**src/rtl/bch15_7_serial_decoder.sv**
```systemverilog
// Bit-serial BCH(15,7,t=2) decoder: syndromes, one-cycle locator solve, 15-cycle Chien search.
// Optional `BCH_DEC_STATS_EN adds saturating corrected/failed word counters (stat_corr, stat_fail).
`timescale 1ns/1ps
module bch15_7_serial_decoder #(
  parameter int MSB_FIRST = 1
) (
  input  logic       clk,
  input  logic       rst_n,
  input  logic       in_valid,
  input  logic       in_bit,
  output logic       in_ready,
  output logic       out_valid,
  input  logic       out_ready,
  output logic [6:0] out_msg,
  output logic [1:0] out_err_cnt,
  output logic       out_uncorr
`ifdef BCH_DEC_STATS_EN
  ,
  output logic [15:0] stat_corr,
  output logic [15:0] stat_fail
`endif
);

  localparam logic [1:0] ST_SHIFT = 2'd0;
  localparam logic [1:0] ST_SOLVE = 2'd1;
  localparam logic [1:0] ST_CHIEN = 2'd2;
  localparam logic [1:0] ST_OUT   = 2'd3;

  // GF(16) helpers, field polynomial x^4+x+1
  function automatic logic [3:0] gf_mul_a(input logic [3:0] x);
    return {x[2], x[1], x[0] ^ x[3], x[3]};
  endfunction

  function automatic logic [3:0] gf_mul_a3(input logic [3:0] x);
    return gf_mul_a(gf_mul_a(gf_mul_a(x)));
  endfunction

  function automatic logic [3:0] gf_mul_ainv(input logic [3:0] x);
    return {x[0], x[3], x[2], x[1] ^ x[0]};
  endfunction

  function automatic logic [3:0] gf_sq(input logic [3:0] x);
    return {x[3], x[3] ^ x[1], x[2], x[2] ^ x[0]};
  endfunction

  function automatic logic [3:0] gf_mul(input logic [3:0] a, input logic [3:0] b);
    logic [3:0] acc;
    logic [3:0] sh;
    acc = 4'd0;
    sh  = a;
    for (int k = 0; k < 4; k++) begin
      if (b[k]) acc = acc ^ sh;
      sh = gf_mul_a(sh);
    end
    return acc;
  endfunction

  function automatic logic [3:0] gf_inv(input logic [3:0] x);
    case (x)
      4'h1: return 4'h1;  4'h2: return 4'h9;  4'h3: return 4'he;  4'h4: return 4'hd;
      4'h5: return 4'hb;  4'h6: return 4'h7;  4'h7: return 4'h6;  4'h8: return 4'hf;
      4'h9: return 4'h2;  4'ha: return 4'hc;  4'hb: return 4'h5;  4'hc: return 4'ha;
      4'hd: return 4'h4;  4'he: return 4'h3;  4'hf: return 4'h8;  default: return 4'h0;
    endcase
  endfunction

  logic [1:0]  r_state;
  logic [3:0]  r_cnt;
  logic [3:0]  r_s1, r_s3, r_p1, r_p3;
  logic [3:0]  r_t1, r_t2;
  logic [14:0] r_raw, r_mask;
  logic [1:0]  r_exp, r_roots;
  logic        r_out_valid, r_out_uncorr;
  logic [6:0]  r_out_msg;
  logic [1:0]  r_out_err_cnt;

  logic [3:0]  w_s1_nxt, w_s3_nxt, w_sig2, w_eval;
  logic [14:0] w_raw_nxt;
  logic [1:0]  w_exp;
  logic        w_hs;

  always_comb begin
    w_s1_nxt  = 4'd0;
    w_s3_nxt  = 4'd0;
    w_raw_nxt = 15'd0;
    if (MSB_FIRST != 0) begin
      w_s1_nxt  = gf_mul_a(r_s1) ^ {3'b000, in_bit};
      w_s3_nxt  = gf_mul_a3(r_s3) ^ {3'b000, in_bit};
      w_raw_nxt = {r_raw[13:0], in_bit};
    end else begin
      w_s1_nxt  = r_s1 ^ (in_bit ? r_p1 : 4'd0);
      w_s3_nxt  = r_s3 ^ (in_bit ? r_p3 : 4'd0);
      w_raw_nxt = {in_bit, r_raw[14:1]};
    end
  end

  // sigma2 = (S3 + S1^3)/S1 = S3*S1^-1 + S1^2; inv(0)=0 yields sigma2=0 when S1=0
  always_comb begin
    w_sig2 = gf_mul(r_s3, gf_inv(r_s1)) ^ gf_sq(r_s1);
    w_exp  = 2'd2;
    if (r_s1 == 4'd0 && r_s3 == 4'd0) w_exp = 2'd0;
    else if (r_s1 == 4'd0)            w_exp = 2'd3;
    else if (w_sig2 == 4'd0)          w_exp = 2'd1;
  end

  assign w_eval = 4'd1 ^ r_t1 ^ r_t2;
  assign w_hs   = (r_state == ST_OUT) && r_out_valid && out_ready;

  always_ff @(posedge clk or negedge rst_n) begin
    if (!rst_n) begin
      r_state       <= ST_SHIFT;
      r_cnt         <= 4'd0;
      r_s1          <= 4'd0;
      r_s3          <= 4'd0;
      r_p1          <= 4'd1;
      r_p3          <= 4'd1;
      r_t1          <= 4'd0;
      r_t2          <= 4'd0;
      r_raw         <= 15'd0;
      r_mask        <= 15'd0;
      r_exp         <= 2'd0;
      r_roots       <= 2'd0;
      r_out_valid   <= 1'b0;
      r_out_msg     <= 7'd0;
      r_out_err_cnt <= 2'd0;
      r_out_uncorr  <= 1'b0;
    end else begin
      case (r_state)
        ST_SHIFT: if (in_valid) begin
          r_s1  <= w_s1_nxt;
          r_s3  <= w_s3_nxt;
          r_p1  <= gf_mul_a(r_p1);
          r_p3  <= gf_mul_a3(r_p3);
          r_raw <= w_raw_nxt;
          if (r_cnt == 4'd14) begin
            r_cnt   <= 4'd0;
            r_state <= ST_SOLVE;
          end else begin
            r_cnt <= r_cnt + 4'd1;
          end
        end
        ST_SOLVE: begin
          r_t1    <= r_s1;
          r_t2    <= w_sig2;
          r_exp   <= w_exp;
          r_roots <= 2'd0;
          r_mask  <= 15'd0;
          r_state <= ST_CHIEN;
        end
        ST_CHIEN: begin
          if (w_eval == 4'd0) begin
            r_mask[r_cnt] <= 1'b1;
            if (r_roots != 2'd3) r_roots <= r_roots + 2'd1;
          end
          r_t1 <= gf_mul_ainv(r_t1);
          r_t2 <= gf_mul_ainv(gf_mul_ainv(r_t2));
          if (r_cnt == 4'd14) begin
            r_cnt   <= 4'd0;
            r_state <= ST_OUT;
          end else begin
            r_cnt <= r_cnt + 4'd1;
          end
        end
        default: begin
          // First OUT cycle registers the verdict; outputs then hold until accepted
          if (!r_out_valid) begin
            r_out_valid <= 1'b1;
            if (r_roots == r_exp) begin
              r_out_msg     <= r_raw[14:8] ^ r_mask[14:8];
              r_out_err_cnt <= r_roots;
              r_out_uncorr  <= 1'b0;
            end else begin
              r_out_msg     <= r_raw[14:8];
              r_out_err_cnt <= 2'd0;
              r_out_uncorr  <= 1'b1;
            end
          end else if (out_ready) begin
            r_out_valid <= 1'b0;
            r_s1        <= 4'd0;
            r_s3        <= 4'd0;
            r_p1        <= 4'd1;
            r_p3        <= 4'd1;
            r_cnt       <= 4'd0;
            r_mask      <= 15'd0;
            r_state     <= ST_SHIFT;
          end
        end
      endcase
    end
  end

  assign in_ready    = (r_state == ST_SHIFT);
  assign out_valid   = r_out_valid;
  assign out_msg     = r_out_msg;
  assign out_err_cnt = r_out_err_cnt;
  assign out_uncorr  = r_out_uncorr;

`ifdef BCH_DEC_STATS_EN
  logic [15:0] r_stat_corr, r_stat_fail;

  always_ff @(posedge clk or negedge rst_n) begin
    if (!rst_n) begin
      r_stat_corr <= 16'd0;
      r_stat_fail <= 16'd0;
    end else if (w_hs) begin
      if (r_out_err_cnt != 2'd0 && r_stat_corr != 16'hFFFF) r_stat_corr <= r_stat_corr + 16'd1;
      if (r_out_uncorr && r_stat_fail != 16'hFFFF)          r_stat_fail <= r_stat_fail + 16'd1;
    end
  end

  assign stat_corr = r_stat_corr;
  assign stat_fail = r_stat_fail;
`endif

endmodule
```
**config.mk**
```make
export PLATFORM = sky130hd
export DESIGN_NAME = bch15_7_serial_decoder
export DESIGN_NICKNAME = d
export VERILOG_FILES = /design/src/rtl/bch15_7_serial_decoder.sv
export SDC_FILE = /design/constraint.sdc
export NUM_CORES = 1
export LEC_CHECK = 0
export ABC_AREA = 1
export CAP_MARGIN = 20
export CORE_ASPECT_RATIO = 0.8
export CORE_MARGIN = 8
export CORE_UTILIZATION = 29
export CTS_CLUSTER_SIZE = 40
export DETAILED_ROUTE_END_ITERATION = 12
export PLACE_DENSITY = 0.43
export SYNTH_ARGS = -nofsm -noshare
export SYNTH_HDL_FRONTEND = slang
export SYNTH_SLANG_ARGS = --single-unit
```
**constraint.sdc**
```tcl
create_clock -name clk -period 2.2 [get_ports clk]
set_clock_uncertainty 0.1 [all_clocks]
set_input_delay 0.33 -clock clk [delete_from_list [all_inputs] [get_ports clk]]
set_output_delay 0.33 -clock clk [all_outputs]
set_load 0.05 [all_outputs]
```
Word-level counts from Yosys, hierarchy flattened. Memory sizes are Yosys's and may differ from the RTL's. Cells that the tools add are included.

Flip-flop bits (word level): 67. Bits in read-only memories: 64. Input bits: 5. Word-level logic and storage cells: 116. Output and inout bits: 12. Memories kept: 1.

Add/subtract/negate cells: 2. Reduce and logical (&&, ||, !) cells: 25. Muxes and demuxes: 38. Order comparisons: 2. Eq/ne operators: 10. Bitwise gates (word level): 24.

Memories: (no name shown) (depth 16, bits a word 4, rd ports 1, clocked after Yosys merged registers in 0, wr ports 0, line 59) `case (x)`.

Operators with widths (number): $mux W15 (3); $pmux W15 S3 (1); $mux W4 (10); $pmux W4 S2 (4); $mux W2 (11); $xor A4 B4 Y4 (5); $logic_not A4 Y1 (4); $or A15 B15 Y15 (1); $pmux W4 S3 (1); $reduce_and A4 Y1 (3); $reduce_bool A3 Y1 (4); $ne A2 B2 Y1 const B (5); $xor A1 B1 Y1 (9); $reduce_bool A4 Y1 (2); $xor A4 B1 Y4 (2); $mux W7 (1); $xor A7 B7 Y7 (1); $not A1 Y1 (6); $pmux W2 S3 (1); $reduce_bool A2 Y1 (3); $lt A4 B5 Y1 const B (1); $reduce_and A5 Y1 (1); $add A4 B1 Y4 const B (1); $demux W1 S4 (1); other kinds (15) (20).

Logic depth before layout (Yosys ltp). An unclocked memory read counts as a cell.

Depth in word-level cells: 13. Gate-level depth with buffers: 19. Gate-level depth less buffers: 19.

Least setup slack after synthesis. OpenSTA, ideal clock, no wires.

Path type: reg-to-reg. Start: register r_state[0]. End: register r_s3[1]. Required time: 2.017 ns. Setup slack: 0.102 ns. Clock period less this slack: 2.098 ns. Setup time: 0.083 ns. Stages on the path, launching flop included: 8. Arrival: 1.915 ns. Buffers on the path: 1. Path through: dfrtp_1 -> inv_1 -> ha_1 -> nor2_1 -> nor3_1 -> clkbuf_1 -> nand3_1 -> o21ai_0.

Elaborated cells between the ends (all ways): 10. Classes of those cells: eq/ne: 3; mux: 1; bitwise: 1; reduce/logical: 5.

RTL lines: from (decl) (line 67) `logic [1:0] r_state;`; from (signal assigned) (line 111) `r_state <= ST_SHIFT;`; from (signal assigned) (line 137) `r_state <= ST_SOLVE;`; from (signal assigned) (line 148) `r_state <= ST_CHIEN;`; $logic_not A2 Y1 (*); named net in_ready (line 11) `output logic in_ready,`; $ne A2 B2 Y1 (no line) or $reduce_bool A2 Y1 (tied branches); $reduce_and A4 Y1 (no line); to (signal assigned) (line 131) `r_s3 <= w_s3_nxt;`; to (decl) (line 69) `logic [3:0] r_s1, r_s3, r_p1, r_p3;`.

Mark *: on every way through the listed nets, which the timed path passes. The rest lies on a longest branch. A chain may end at the register's enable or synchronous reset.

Worst setup path in the final report.
Start: register r_s1[1]. End: register r_exp[1].

Longest elaborated chain between the ends: 13. Elaborated cells between the ends (all ways): 16. Classes of those cells: mux: 7; bitwise: 5; reduce/logical: 3; memory: 1.

Ends and longest elaborated chain: from (decl) (line 69); from (signal assigned) (line 130) `r_s1 <= w_s1_nxt;`; $mem_v2 Z16 W4; $mux W4 (line 52) `if (b[k]) acc = acc ^ sh;`; $xor A4 B4 Y4 (line 52); $mux W4 (line 52); $xor A4 B4 Y4 (line 52); $mux W4 (line 52); $xor A4 B4 Y4 (line 52); $mux W4 (line 52); $xor A4 B4 Y4 (line 99) `w_sig2 = gf_mul(r_s3, gf_inv(r_s1)) ^ gf_sq(r_s1);`; $logic_not A4 Y1 (line 103) `else if (w_sig2 == 4'd0) w_exp = 2'd1;`; $mux W2 (line 103); $mux W2 (line 102) `else if (r_s1 == 4'd0) w_exp = 2'd3;`; $mux W2 (*) (line 101) `if (r_s1 == 4'd0 && r_s3 == 4'd0) w_exp = 2'd0;`; to (signal assigned) (line 145) `r_exp <= w_exp;`; to (decl) (line 72) `logic [1:0] r_exp, r_roots;`.

Mark *: on every way between the ends. The rest lies on a longest branch, timed or not.

==> flow_metrics.py <==
metrics = {
    "setup_path": {
        "timing.critical_path.arrival_ps": 2160,
        "worstSetupPathType": "flop to flop",
        "critical_path_peak_fanout": 4,
        "worst_setup_path_start_kind": "flop",
        "worst_r2r_path_depth": 16,
        "endpoint_kind": "flop",
        "timing.critical_path.required_ps": 2310,
    },
    "timing": {
        "setup_viol_count_final": 0,
        "min_tclk_post_route_ps": 2050,
        "period_share_pct": 93.2,
        "fin_worst_hold_slack_ps": 364,
        "grt_setup_unrepaired": "yes",
        "timing.fmax_mhz": 488,
        "timing.final.ws_setup_ps": 149,
        "transition_time_at_the_pin_with_the_least_slew_margin_ps": 510,
        "timing.final.max_slew_violations": 0,
        "timing.slew.headroom_pct": 65.9,
        "hold_viol_final": 0,
    },
    "drt": {
        "via_count": 3017,
        "drtPass1Iterations": 5,
        "first_iter_violations": 102,
        "wl_um": 8650,
        "post-route-drc-count": 0,
        "ant_nets": 0,
        "avgRoutedWirePerCell_um": 13.0,
        "post_drt_via_cell_ratio": 4.53,
    },
    "clock_tree": {
        "h-tree-depth": 3,
        "clock_tree_from_tritoncts": "done",
        "max-clock-path-buffers": 2,
        "clk_pin_slew_ps": 50,
        "tritoncts_sinks": 59,
        "clock_buffers_created_by_tritoncts": 9,
        "worstSkewPairLatency_ps": 320,
        "cts_root_buffer": "sky130_fd_sc_hd__clkbuf_16",
    },
    "final_layout": {
        "fillerInstances": 1258,
        "mostFrequentLayoutCell": "sky130_fd_sc_hd__nand2_1",
        "ff_latch_area_um2": 1480,
        "layout_common_cells": "138 x sky130_fd_sc_hd__nand2_1, 59 x sky130_fd_sc_hd__dfrtp_1, 52 x sky130_fd_sc_hd__inv_1",
        "multi_input_comb_area_um2": 1870,
        "ratio_of_cells_with_drive_above_1_in_the_final_layout_pct": 19.6,
        "layout.cells.non_filler": 666,
        "area_growth_pct": 25.7,
        "fin_nets": 527,
        "antenna_cells_inserted": 0,
    },
    "grt": {
        "grt_first_pass_wirelength_um": 14900,
        "grt_antenna_before_repair": 0,
        "gr-total-overflow": 0,
        "first_global_vias": 2987,
        "gr-usage-all-layers_pct": 11.7,
        "grt_start_max_net_pins": 60,
    },
    "die": {
        "die_height_um": 115,
        "design.portCount": 17,
        "fp.dieArea_um2": 15900,
        "placement_rows": 36,
        "chipWidth_um": 139,
        "core_area_um2": 12000,
        "initial_core_util_pct": 29.2,
    },
    "power_and_ir_drop": {
        "switching_power_mw": 3.30,
        "netSwitchingFraction_pct": 47.2,
        "clkPwrFrac_pct": 18.4,
        "totalPowerFinal_mw": 7.00,
        "combPwrFrac_pct": 55.8,
        "static-leakage-power_nw": 2.25,
        "peakVddDrop_uv": 448,
        "powerDensity_nw_per_um2": 1580,
        "sequentialPowerShare_pct": 25.8,
        "cell_internal_pwr_mw": 3.70,
    },
    "logic_synthesis": {
        "synth_area_leader_cell": "sky130_fd_sc_hd__dfrtp_1",
        "syn_avg_cell_area_um2": 7.52,
        "synth_warnings": 0,
        "synth_area_leaders": "sky130_fd_sc_hd__dfrtp_1 42%, sky130_fd_sc_hd__nand2_1 16%, sky130_fd_sc_hd__inv_1 5.8%",
        "synth_area_um2": 3520,
        "netlist.area_leader.share_pct": 42.0,
        "synth_cell_types": 30,
        "synth-seq-area-share_pct": 42.0,
        "synth.net_count": 486,
        "ys_seq_elements": 59,
        "post_synth_inst_count": 468,
    },
    "place": {
        "finalWeightedCongestion": 0.848,
        "dp_hpwl_um": 6420,
        "pre_cts_worst_setup_slack_ps": 10.1,
        "instance_count_after_placement_with_tap_cells_included": 646,
        "port-buffer-count": 16,
    },
    "status": {
        "outcome": "complete, no violations",
    },
    "min_path": {
        "holdPathStages": 2,
        "min_path_type": "flop to flop",
    },
    "run": {
        "maxCapViolations": 0,
    },
}
-- power groups by stage --
stage / registers (mW) / logic (mW) / clock network, mW
after CTS: 1.80 / 3.72 / 1.34
after detailed placement: 1.81 / 3.70 / 0
final: 1.80 / 3.91 / 1.29
after global placement: 1.82 / 3.70 / 0
after global routing: 1.86 / 4.42 / 1.39
after floorplan: 2.07 / 2.32 / 0
-- cell usage after synthesis --
cell and n:
sky130_fd_sc_hd__o41ai_1 1, sky130_fd_sc_hd__nor2_2 5, sky130_fd_sc_hd__buf_6 3, sky130_fd_sc_hd__nand2_4 2, sky130_fd_sc_hd__o211ai_1 4, sky130_fd_sc_hd__clkinv_1 3
sky130_fd_sc_hd__inv_1 54, sky130_fd_sc_hd__inv_2 5, sky130_fd_sc_hd__or2_1 1, sky130_fd_sc_hd__o22ai_1 6, sky130_fd_sc_hd__xnor2_1 7, sky130_fd_sc_hd__nand3_2 7
sky130_fd_sc_hd__o21ai_0 27, sky130_fd_sc_hd__dfrtp_1 59, sky130_fd_sc_hd__buf_2 1, sky130_fd_sc_hd__or2_2 1, sky130_fd_sc_hd__nor3_1 2, sky130_fd_sc_hd__nand3_1 30
sky130_fd_sc_hd__nand2_2 15, sky130_fd_sc_hd__nand2_1 148, sky130_fd_sc_hd__nor2_1 30, sky130_fd_sc_hd__o21ai_1 1, sky130_fd_sc_hd__a21oi_1 19, sky130_fd_sc_hd__xor2_1 12
sky130_fd_sc_hd__o31ai_1 2, sky130_fd_sc_hd__o21ai_2 2, sky130_fd_sc_hd__a22o_1 1, sky130_fd_sc_hd__nor4_1 1, sky130_fd_sc_hd__ha_1 13, sky130_fd_sc_hd__clkbuf_1 6
-- routing by layer --
metal	track usage, %	share of wire, %	up-vias
met5	0	0	-
met4	4.30	2.0	0
met3	3.00	3.0	13
met2	17.4	43	42
met1	16.0	52	1406
li1	-	-	1556
-- state kept, by name, indices dropped and copies added, names as in the netlist, 4 cells and up --
| name | cells |
|---|---|
| r_cnt | 4 |
| r_t2 | 4 |
| r_s3 | 4 |
| r_s1 | 4 |
| r_mask | 7 |
| r_raw | 15 |
| r_t1 | 4 |
| out_msg | 7 |
-- worst max-delay path, cell delays in order, from the launching register on --
cell and delay [ps]:
sky130_fd_sc_hd__dfrtp_1 400, sky130_fd_sc_hd__buf_4 160, sky130_fd_sc_hd__ha_1 170, sky130_fd_sc_hd__inv_1 50, sky130_fd_sc_hd__nand2_1 50, sky130_fd_sc_hd__nand3_2 140, sky130_fd_sc_hd__nand3_1 130, sky130_fd_sc_hd__inv_1 70
sky130_fd_sc_hd__nand2_1 80, sky130_fd_sc_hd__nand2_1 90, sky130_fd_sc_hd__nand2_1 60, sky130_fd_sc_hd__nand3_2 70, sky130_fd_sc_hd__nand2_2 60, sky130_fd_sc_hd__nor2_2 110, sky130_fd_sc_hd__nand3_1 70, sky130_fd_sc_hd__nand2_1 60
sky130_fd_sc_hd__nand2_1 40
-- metrics by stage --
| step | setup TNS [ps] | cell area (um^2) | util [%] |
|---|---|---|---|
| floorplan | 0 | 3520 | - |
| global placement | 0 | 3970 | 33.0 |
| detailed placement | 0 | 3970 | 33.0 |
| CTS | 0 | 4270 | 35.5 |
| global route | -84.2 | 4420 | 36.8 |
| finish | 0 | 4420 | 36.8 |
-- worst paths after layout --
path                                 startpoint                    to  slack [ps]
min                        r_raw[7]$_DFFE_PN0P_  r_raw[8]$_DFFE_PN0P_         360
max in group asynchronous                 rst_n  r_raw[3]$_DFFE_PN0P_        1270
max reg2reg                 r_s1[1]$_DFFE_PN0P_  r_exp[1]$_DFFE_PN0N_         150
min in group asynchronous                 rst_n   r_t2[1]$_DFFE_PN0N_         430
min reg2reg                r_raw[7]$_DFFE_PN0P_  r_raw[8]$_DFFE_PN0P_         360
max                         r_s1[1]$_DFFE_PN0P_  r_exp[1]$_DFFE_PN0N_         150
-- final cells by class --
class,count,area share (%)
multi-input combinational,337,42.4
tap,152,4.30
inverter,62,5.26
timing repair buffer,40,8.32
sequential,59,33.4
clock buffer,11,5.72
clock inverter,5,0.623
-- repair_timing --
action | CTS | global route
hold endpoints to repair | 59 | 0
endpoints found under the setup margin | 1 | 6
resized for setup | 0 | 36
hold buffers | 1 | 0
pin swaps | 0 | 12
cloned | 0 | 0
buffers inserted | 1 | 2
-- logic make-up after synthesis --
group           after synthesis  synth area share, %
compound gates               63                 10.0
xor+xnor                     19                 4.73
fa+ha+maj                    13                 4.62
buf+inv                      72                 8.36
flops                        59                 42.0
simple gates                242                 30.3
Note: power is estimated with default switching activity, not from simulation.
